[src/rtl/uk101_pkg.sv]
// Shared types and constants for the UK101 serial receive path.
package uk101_pkg;

  typedef enum logic [2:0] {IDLE, START, DATA, STOP, BREAK} rx_state_t;

  localparam int OVERSAMPLE = 16;
  localparam int MID_SAMPLE = 8;

endpackage

[src/rtl/uk101_sync_fifo.sv]
// DEPTH x 8 first-word-fall-through FIFO; head byte is visible while non-empty.
module uk101_sync_fifo #(
  parameter int DEPTH = 8
) (
  input  logic                   i_clk,
  input  logic                   i_rst,
  input  logic                   i_push,
  input  logic [7:0]             i_din,
  input  logic                   i_pop,
  output logic [7:0]             o_dout,
  output logic                   o_full,
  output logic                   o_empty,
  output logic [$clog2(DEPTH):0] o_level
);

  localparam int AW = $clog2(DEPTH);

  logic [7:0]    r_mem [DEPTH];
  logic [AW-1:0] r_wr_ptr;
  logic [AW-1:0] r_rd_ptr;
  logic [AW:0]   r_level;
  logic          w_do_pop;
  logic          w_do_push;

  assign o_full    = (r_level == (AW+1)'(DEPTH));
  assign o_empty   = (r_level == '0);
  assign o_level   = r_level;
  assign o_dout    = r_mem[r_rd_ptr];

  // A pop in the same cycle frees the slot a full-FIFO push needs.
  assign w_do_pop  = i_pop && !o_empty;
  assign w_do_push = i_push && (!o_full || w_do_pop);

  always_ff @(posedge i_clk) begin
    if (i_rst) begin
      r_wr_ptr <= '0;
      r_rd_ptr <= '0;
      r_level  <= '0;
    end else begin
      if (w_do_push) r_wr_ptr <= r_wr_ptr + 1'b1;
      if (w_do_pop)  r_rd_ptr <= r_rd_ptr + 1'b1;
      case ({w_do_push, w_do_pop})
        2'b10:   r_level <= r_level + 1'b1;
        2'b01:   r_level <= r_level - 1'b1;
        default: r_level <= r_level;
      endcase
    end
  end

  always_ff @(posedge i_clk) begin
    if (w_do_push) r_mem[r_wr_ptr] <= i_din;
  end

endmodule

[src/rtl/uk101_rx_fifo.sv]
// UK101 serial receive front end: 16x oversampled 8N1 deframer feeding a FWFT FIFO,
// with sticky framing and overrun flags for the ACIA.
module uk101_rx_fifo
  import uk101_pkg::*;
#(
  parameter int CLK_FREQ = 50_000_000,
  parameter int BAUD     = 9600,
  parameter int DEPTH    = 8
) (
  input  logic                   sys_clk,
  input  logic                   sys_rst,
  input  logic                   rx,
  output logic [7:0]             rd_data,
  output logic                   rd_valid,
  input  logic                   rd_en,
  output logic [$clog2(DEPTH):0] level,
  output logic                   framing_err,
  output logic                   overrun,
  input  logic                   err_clr
);

  localparam int DIV = CLK_FREQ / (BAUD * OVERSAMPLE);
  localparam int CW  = (DIV > 1) ? $clog2(DIV) : 1;

  logic [1:0]    r_sync;
  logic          w_rxs;
  logic [CW-1:0] r_div;
  logic          w_tick;
  rx_state_t     r_state, w_state_nx;
  logic [3:0]    r_tcnt, w_tcnt_nx;
  logic [2:0]    r_bidx, w_bidx_nx;
  logic [7:0]    r_shift, w_shift_nx;
  logic          w_push;
  logic          w_frame_evt;
  logic          w_ovr_evt;
  logic          w_full;
  logic          w_empty;
  logic          r_ferr;
  logic          r_ovr;

  always_ff @(posedge sys_clk) begin
    if (sys_rst) r_sync <= 2'b11;
    else         r_sync <= {r_sync[0], rx};
  end
  assign w_rxs = r_sync[1];

  // Free-running baud x16 divider; frames are not phase-aligned to it.
  assign w_tick = (r_div == CW'(DIV - 1));
  always_ff @(posedge sys_clk) begin
    if (sys_rst)     r_div <= '0;
    else if (w_tick) r_div <= '0;
    else             r_div <= r_div + 1'b1;
  end

  always_ff @(posedge sys_clk) begin
    if (sys_rst) begin
      r_state <= IDLE;
      r_tcnt  <= '0;
      r_bidx  <= '0;
    end else begin
      r_state <= w_state_nx;
      r_tcnt  <= w_tcnt_nx;
      r_bidx  <= w_bidx_nx;
    end
  end

  always_ff @(posedge sys_clk) begin
    r_shift <= w_shift_nx;
  end

  always_comb begin
    w_state_nx  = r_state;
    w_tcnt_nx   = r_tcnt;
    w_bidx_nx   = r_bidx;
    w_shift_nx  = r_shift;
    w_push      = 1'b0;
    w_frame_evt = 1'b0;
    if (w_tick) begin
      case (r_state)
        IDLE: begin
          if (!w_rxs) begin
            w_state_nx = START;
            w_tcnt_nx  = '0;
          end
        end
        START: begin
          if (r_tcnt == 4'(MID_SAMPLE - 1)) begin
            w_tcnt_nx  = '0;
            w_bidx_nx  = '0;
            w_state_nx = w_rxs ? IDLE : DATA;
          end else begin
            w_tcnt_nx = r_tcnt + 1'b1;
          end
        end
        DATA: begin
          if (r_tcnt == 4'(OVERSAMPLE - 1)) begin
            w_tcnt_nx  = '0;
            w_shift_nx = {w_rxs, r_shift[7:1]};
            w_bidx_nx  = r_bidx + 1'b1;
            if (r_bidx == 3'd7) w_state_nx = STOP;
          end else begin
            w_tcnt_nx = r_tcnt + 1'b1;
          end
        end
        STOP: begin
          if (r_tcnt == 4'(OVERSAMPLE - 1)) begin
            w_tcnt_nx = '0;
            if (w_rxs) begin
              w_push     = 1'b1;
              w_state_nx = IDLE;
            end else begin
              w_frame_evt = 1'b1;
              w_state_nx  = BREAK;
            end
          end else begin
            w_tcnt_nx = r_tcnt + 1'b1;
          end
        end
        BREAK: begin
          if (w_rxs) w_state_nx = IDLE;
        end
        default: w_state_nx = IDLE;
      endcase
    end
  end

  uk101_sync_fifo #(.DEPTH(DEPTH)) u_fifo (
    .i_clk   (sys_clk),
    .i_rst   (sys_rst),
    .i_push  (w_push),
    .i_din   (r_shift),
    .i_pop   (rd_en),
    .o_dout  (rd_data),
    .o_full  (w_full),
    .o_empty (w_empty),
    .o_level (level)
  );

  assign rd_valid  = !w_empty;
  assign w_ovr_evt = w_push && w_full && !(rd_en && rd_valid);

  // Set beats clear when both land in the same cycle.
  always_ff @(posedge sys_clk) begin
    if (sys_rst) begin
      r_ferr <= 1'b0;
      r_ovr  <= 1'b0;
    end else begin
      if (w_frame_evt)  r_ferr <= 1'b1;
      else if (err_clr) r_ferr <= 1'b0;
      if (w_ovr_evt)    r_ovr  <= 1'b1;
      else if (err_clr) r_ovr  <= 1'b0;
    end
  end

  assign framing_err = r_ferr;
  assign overrun     = r_ovr;

endmodule

[config.mk]
export PLATFORM = sky130hd
export DESIGN_NAME = uk101_rx_fifo
export DESIGN_NICKNAME = d
export VERILOG_FILES = /design/src/rtl/uk101_pkg.sv /design/src/rtl/uk101_sync_fifo.sv /design/src/rtl/uk101_rx_fifo.sv
export SDC_FILE = /design/constraint.sdc
export NUM_CORES = 1
export LEC_CHECK = 0
export ABC_AREA = 1
export BUFFER_PORTS_ARGS = -buffer_cell sky130_fd_sc_hd__buf_2
export CORE_UTILIZATION = 55
export DETAILED_ROUTE_END_ITERATION = 8
export PLACE_DENSITY = 0.75
export SLEW_MARGIN = 20
export SYNTH_ARGS = -nofsm -noshare
export SYNTH_HDL_FRONTEND = slang
export SYNTH_SLANG_ARGS = --single-unit
[constraint.sdc]
create_clock -name sys_clk -period 2.35 [get_ports sys_clk]
set_input_delay 0.47 -clock sys_clk [delete_from_list [all_inputs] [get_ports sys_clk]]
set_output_delay 0.47 -clock sys_clk [all_outputs]
set_load 0.05 [all_outputs]
---- Word level (Yosys, flattened, before mapping) ----
Memories as Yosys holds them, arrays and structs flattened. A register that Yosys moved wholly into a read port is not among the register bits.
Index checks and enable logic that the tools add are counted.
storage, ports and cells
  bits in registers ....................... 41
  RAM bits ................................ 64
  input port bits ......................... 5
  output and inout bits ................... 15
  memories ................................ 1
operators by class
  $add $sub $neg .......................... 7
  equal/unequal tests ..................... 17
  muxes and demuxes ....................... 32
  reductions and logical operators ........ 21
memory list
  name          words  bits a word  rd ports  clocked after memory_dff  wr ports  RTL line               source
  u_fifo.r_mem  8      8            1         1                         1         uk101_sync_fifo.sv:18  logic [7:0] r_mem [DEPTH];
operators by type and width
  cell                 count
  $mux 3               11
  $pmux 3 s5           1
  $mux 1               13
  $mux 4               3
  $ne 2x2->1 const B   6
  $pmux 4 s3           1
  $add 3x1->3 const B  3
  $add 9x1->9 const B  1
  $eq 9x9->1 const B   1
  $add 4x1->4 const B  2
  $eq 4x4->1 const B   2
  $pmux 4 s2           1
  $reduce_bool 2->1    4
  $reduce_and 7->1     1
  $eq 3x2->1 const B   2
  $eq 3x3->1 const B   2
  $pmux 3 s2           1
  $reduce_and 3->1     2
  $eq 4x3->1 const B   1
  $logic_and 1x1->1    4
  $logic_not 4->1      1
  $reduce_and 4->1     1
  $reduce_or 2->1      2
  $sub 4x1->4 const B  1
  8 further kinds      10

---- Depth between registers and ports, before layout ----
  depth in word-level cells ............... 7
  mapped depth ............................ 14
  depth with buffers taken out ............ 14

---- Modules after synthesis ----
Synthesis repeated with hierarchy kept, for this count alone.
second synthesis, totals
  cells, all modules ...................... 462
  area total of the unflattened synthesis .. 4727.0 µm²
modules (own cells, without submodules)
  module           times used  cells each  area an instance (µm²)  sequential area each (µm²)
  uk101_sync_fifo  1           260         3216.8                  2182.1
  uk101_rx_fifo    1           202         1510.2                  700.7

---- Worst setup path before layout ----
Ideal clock, no wire load.
  path kind ............................... register to register
  start point ............................. register u_fifo.r_level[0] (netlist: u_fifo.o_level[0])
  end point ............................... register u_fifo.r_level[2] (netlist: u_fifo.o_level[2])
  library setup time ...................... 0.115 ns
  arrival ................................. 2.541 ns
  slack ................................... -0.307 ns
  stages on the path, launching flop included .. 14
  path buffers ............................ 0
  cell sequence ........................... dfxtp_1 > inv_1 > nand2_1 > nor2_1 > nand2_1 > nand2_1 > inv_1 > ha_1 > xor2_1 > ha_1 > a21oi_1 > xnor2_1 > o21ai_0 > inv_1
on the way
  longest elaborated chain between the ends .. 7
  elaborated cells between the ends (all ways) .. 13
  those cells by class .................... add/sub: 2; eq/ne: 3; mux: 1; reduce/logical: 7
RTL lines
  item                                                    RTL line               source
  start: declaration                                      uk101_sync_fifo.sv:21  logic [AW:0] r_level;
  start signal: assignment                                uk101_sync_fifo.sv:43  2'b10: r_level <= r_level + 1'b1;
  start signal: assignment                                uk101_sync_fifo.sv:44  2'b01: r_level <= r_level - 1'b1;
  start signal: assignment                                uk101_sync_fifo.sv:45  default: r_level <= r_level;
  $logic_not 4->1 *                                       uk101_sync_fifo.sv:26  assign o_empty = (r_level == '0);
  $logic_not 1->1 *                                       --
  named net rd_valid                                      uk101_rx_fifo.sv:14    output logic rd_valid,
  $logic_and 1x1->1 *                                     uk101_sync_fifo.sv:31  assign w_do_pop = i_pop && !o_empty;
  named net u_fifo.w_do_pop                               uk101_sync_fifo.sv:22  logic w_do_pop;
  $logic_or 1x1->1                                        uk101_sync_fifo.sv:32  assign w_do_push = i_push && (!o_full || w_do_pop);
  $logic_and 1x1->1                                       uk101_sync_fifo.sv:32
  $eq 2x1->1 / $eq 2x2->1 (equally long branches)         uk101_sync_fifo.sv:42  case ({w_do_push, w_do_pop})
  $pmux 4 s2 / $reduce_bool 2->1 (equally long branches)  --
Mark *: on every way through the listed nets, which the timed path passes. The rest lies on a longest branch.
A chain may end at the register's enable or synchronous reset.

---- Worst setup path in the final report ----
  start point ............................. register r_tcnt[0]
  end point ............................... register u_fifo.r_level[2] (netlist: u_fifo.o_level[2])
on the way
  longest elaborated chain between the ends .. 7
  elaborated cells between the ends (all ways) .. 9
  those cells by class .................... eq/ne: 3; mux: 4; reduce/logical: 2
RTL lines
  item                                                    RTL line               source
  start: declaration                                      uk101_rx_fifo.sv:30    logic [3:0] r_tcnt, w_tcnt_nx;
  start signal: assignment                                uk101_rx_fifo.sv:62    r_tcnt <= w_tcnt_nx;
  $eq 4x4->1 *                                            uk101_rx_fifo.sv:106   if (r_tcnt == 4'(OVERSAMPLE - 1)) begin
  $mux 1 *                                                uk101_rx_fifo.sv:106
  $mux 1 *                                                uk101_rx_fifo.sv:79    case (r_state)
  $mux 1 *                                                uk101_rx_fifo.sv:78    if (w_tick) begin
  $logic_and 1x1->1 *                                     uk101_sync_fifo.sv:32
  $eq 2x1->1 / $eq 2x2->1 (equally long branches)         uk101_sync_fifo.sv:42
  $pmux 4 s2 / $reduce_bool 2->1 (equally long branches)  --
Mark *: on every way between the ends. The rest lies on a longest branch, timed or not.

==> results by group <==
Status
  – Status: finished clean

Power and ir drop
  – Static Leak: 0.002002 uW
  – Sequential share of power: 0.429
  – Clock power share: 0.235
  – Comb pwr share: 0.335
  – Power density over the cells: 955.3 nW/um^2
  – Sw power: 1871 uW
  – Max IR drop VDD: 0.0004360 V
  – Cell Int Power: 3124 uW
  – Final total power: 4995 uW
  – Sw Ratio: 0.3745

Synthesis
  – Largest cells by area after synthesis: edfxtp_1 (47%), dfxtp_1 (16%), nor2_1 (7.2%)
  – Synth cell types: 28
  – Synth warnings: 0
  – Post-Syn Nets: 476
  – Synth top area share: 0.4714
  – Commonest cells in the synthesized netlist: nor2_1 (88), edfxtp_1 (72), nand2_1 (69)
  – Cell with the most instances after synthesis: nor2_1
  – Biggest area consumer among synthesized cells: edfxtp_1
  – Average size of a mapped cell: 9.950 sq um
  – Flops & latches, synth: 108
  – Synthesized instance count: 461
  – Fraction of registers with async set/reset: 0
  – Post-synth EDFFs: 72
  – Sequential area share after synthesis: 0.6285
  – Cell Area, Synth: 4587 sq um
  – Ys flop type: edfxtp_1

Route
  – Vias per std cell: 5.452
  – Routed length on met2: 4632 um
  – DR pass1 iterations: 5
  – DR WL met3: 352 um
  – WL met1: 3876 um
  – Drt wl/cell: 14.81 um
  – Detailed-route wire length: 9022 um
  – DRC viols: 0
  – Max Used Layer: met4
  – Initial DRC count: 236
  – Vias post-DR: 3320
  – Number of routed nets with antenna violations: 0

Clocking
  – H-tree depth: 3
  – CTS tree: built
  – Worst-skew pair later-pin latency: 0.37 ns
  – Clk buf depth: 2
  – CTS Buf Count: 9
  – Reg clk slew, reported paths: 0.11 ns
  – CTS Hold Buffers Added: 0
  – Root Buffer: clkbuf_8
  – Clock sink total: 108

Floorplanning
  – # IOs: 20
  – Std-Cell Rows: 32
  – Die ar.: 8709 sq um
  – Die W: 93.32 um
  – Die Y: 93.32 um
  – Core Area: 7888 sq um
  – Initial core utilization: 0.5815

STA
  – Slew Limit Headroom: 0.7696
  – Final Critical Period: 2.230 ns
  – Max Slew Vio Count: 0
  – Final setup violation count: 0
  – Fmax: 448.4 MHz
  – Setup TNS: 0 ns
  – Final Skew: 0.01748 ns
  – Final Cycle Share: 0.9490
  – Final Hold Fails: 0
  – Final worst setup slack: 0.1198 ns
  – Worst Tran Pin Value: 0.3451 ns

Worst setup path
  – Slowest CP cell: dfxtp_1
  – Crit path launch type: flip-flop
  – Crit-path max FO: 4
  – Most Frequent Cell on Critical Path: ha_2
  – R2R setup slack: 0.12 ns
  – Worst endpoint data arrival time: 2.50 ns
  – CP max stage delay: 0.39 ns
  – Critical path class: reg -> reg
  – Cell family with most CP delay: adder cells
  – Worst Path Required: 2.62 ns
  – Bufs and invs on worst path: 2
  – Critical Path Sink Type: flip-flop
  – Cell Chain, Critical Path: ha_2 -> nand3_2 -> inv_2 -> nand2_2 -> nor2_4 -> nand2_1 -> ha_2 -> xor2_2 -> ha_1 -> a21oi_2 -> xnor2_1 -> o21ai_0 -> inv_1

Finish
  – Area growth from synthesis to layout: 13.99%
  – Fraction of layout cells with a size suffix above 1: 0.1736
  – Ant diodes: 0
  – Final Net Count: 517

Flow run
  – Max cap viols: 0

GRT
  – Vias in the first global route: 3113
  – Initial antenna violation count: 0
  – All-Layer GR Usage: 0.2191
  – Global-route wire length before repair: 14390 um
  – Pin count of the biggest net entering global routing: 33
  – Total gr overflow: 0

Place
  – Worst slack, placed: 0.06471 ns
  – Post-DP HPWL: 6040 um
  – PortBufs: 19
  – Placer congestion estimate: 0.8546

Hold path
  – Min-Delay Path Class: in -> reg
-- through the flow --
step / utilization / area [sq um] / std cells / hold slack (ns)
2_1_floorplan: - / 4593 / 461 / 0.3895
3_3_place_gp: 0.6237 / 4920 / 590 / 0.4069
3_5_place_dp: 0.6237 / 4920 / 590 / 0.4023
4_1_cts: 0.6523 / 5145 / 606 / 0.2606
5_1_grt: 0.6629 / 5229 / 609 / 0.2618
6_report: 0.6629 / 5229 / 609 / 0.2766
-- state kept, by name, indices dropped and copies added (netlist names), named ones only --
register         count
framing_err          1
overrun              1
r_bidx               3
r_div                9
r_shift              8
r_state              3
r_sync               2
r_tcnt               4
u_fifo.o_level       4
u_fifo.r_mem        64
u_fifo.r_rd_ptr      3
u_fifo.r_wr_ptr      3
-- cells in the final DEF, fill, tap and decap left out, types with 2 or more instances in the layout --
master / n
buf_4: 23
ha_2: 3
nor3_1: 4
o21ai_0: 41
a31oi_1: 8
xor2_1: 4
clkbuf_8: 9
nand2_2: 5
inv_6: 3
inv_1: 32
buf_2: 12
nor2_2: 2
ha_1: 7
nand3_1: 23
or2_2: 2
dfxtp_2: 4
edfxtp_1: 72
buf_12: 2
nor2_4: 2
nor2_1: 88
dfxtp_1: 32
inv_2: 4
nand4_1: 5
nand3_2: 4
nand2_1: 68
inv_8: 2
a21oi_1: 30
-- layer usage --
layer  vias to the layer above  global-route usage
met5                         -                   0
met4                         0             0.08590
met3                        16             0.04634
met2                        78              0.3683
met1                      1571              0.2776
li1                       1655                   -
-- layout make-up --
cell class / count / area, sq um
fillers: 568 / 2659
inverters: 37 / 142.6
well taps: 102 / 127.6
clock buffers: 9 / 123.9
multi-input cells: 306 / 1543
repair buffers: 40 / 316.6
flip-flops and latches: 108 / 2888
clock inverters: 7 / 87.58
-- cells by family (layout without fill, tap and decap cells) --
logic type / after synthesis / in the layout / synth area share
buffers and inverters: 47 / 93 / 0.03982
adder cells (fa/ha/maj): 10 / 10 / 0.02728
XOR/XNOR: 6 / 6 / 0.01146
flip-flops: 108 / 108 / 0.6285
AO/OA/AOI/OAI: 84 / 84 / 0.09766
AND/OR/NAND/NOR: 206 / 206 / 0.1953
-- timing repair --
| action | 4_1_cts | 5_1_grt |
|---|---|---|
| resized for setup | 5 | 17 |
| endpoints found under the setup margin | 4 | 10 |
| buffers inserted | 0 | 2 |
| cloned | 0 | 1 |
-- power by group through the flow --
stage / Clock (uW) / Sequential, uW / Combinational, uW
floorplan: 0 / 2260 / 1040
global placement: 0 / 2170 / 1460
detailed placement: 0 / 2170 / 1500
CTS: 1200 / 2130 / 1540
global route: 1280 / 2160 / 1790
finish: 1180 / 2140 / 1670
-- path summary, 6_finish.rpt --
| check | to | cells past startpoint | from |
|---|---|---|---|
| max | u_fifo.o_level[2] | 13 | r_tcnt[0] |
| min reg2reg | r_sync[1] | 1 | r_sync[0] |
| max reg2reg | u_fifo.o_level[2] | 13 | r_tcnt[0] |
| min | r_sync[0] | 2 | rx |
No activity file was read; power rests on OpenSTA's default activity.
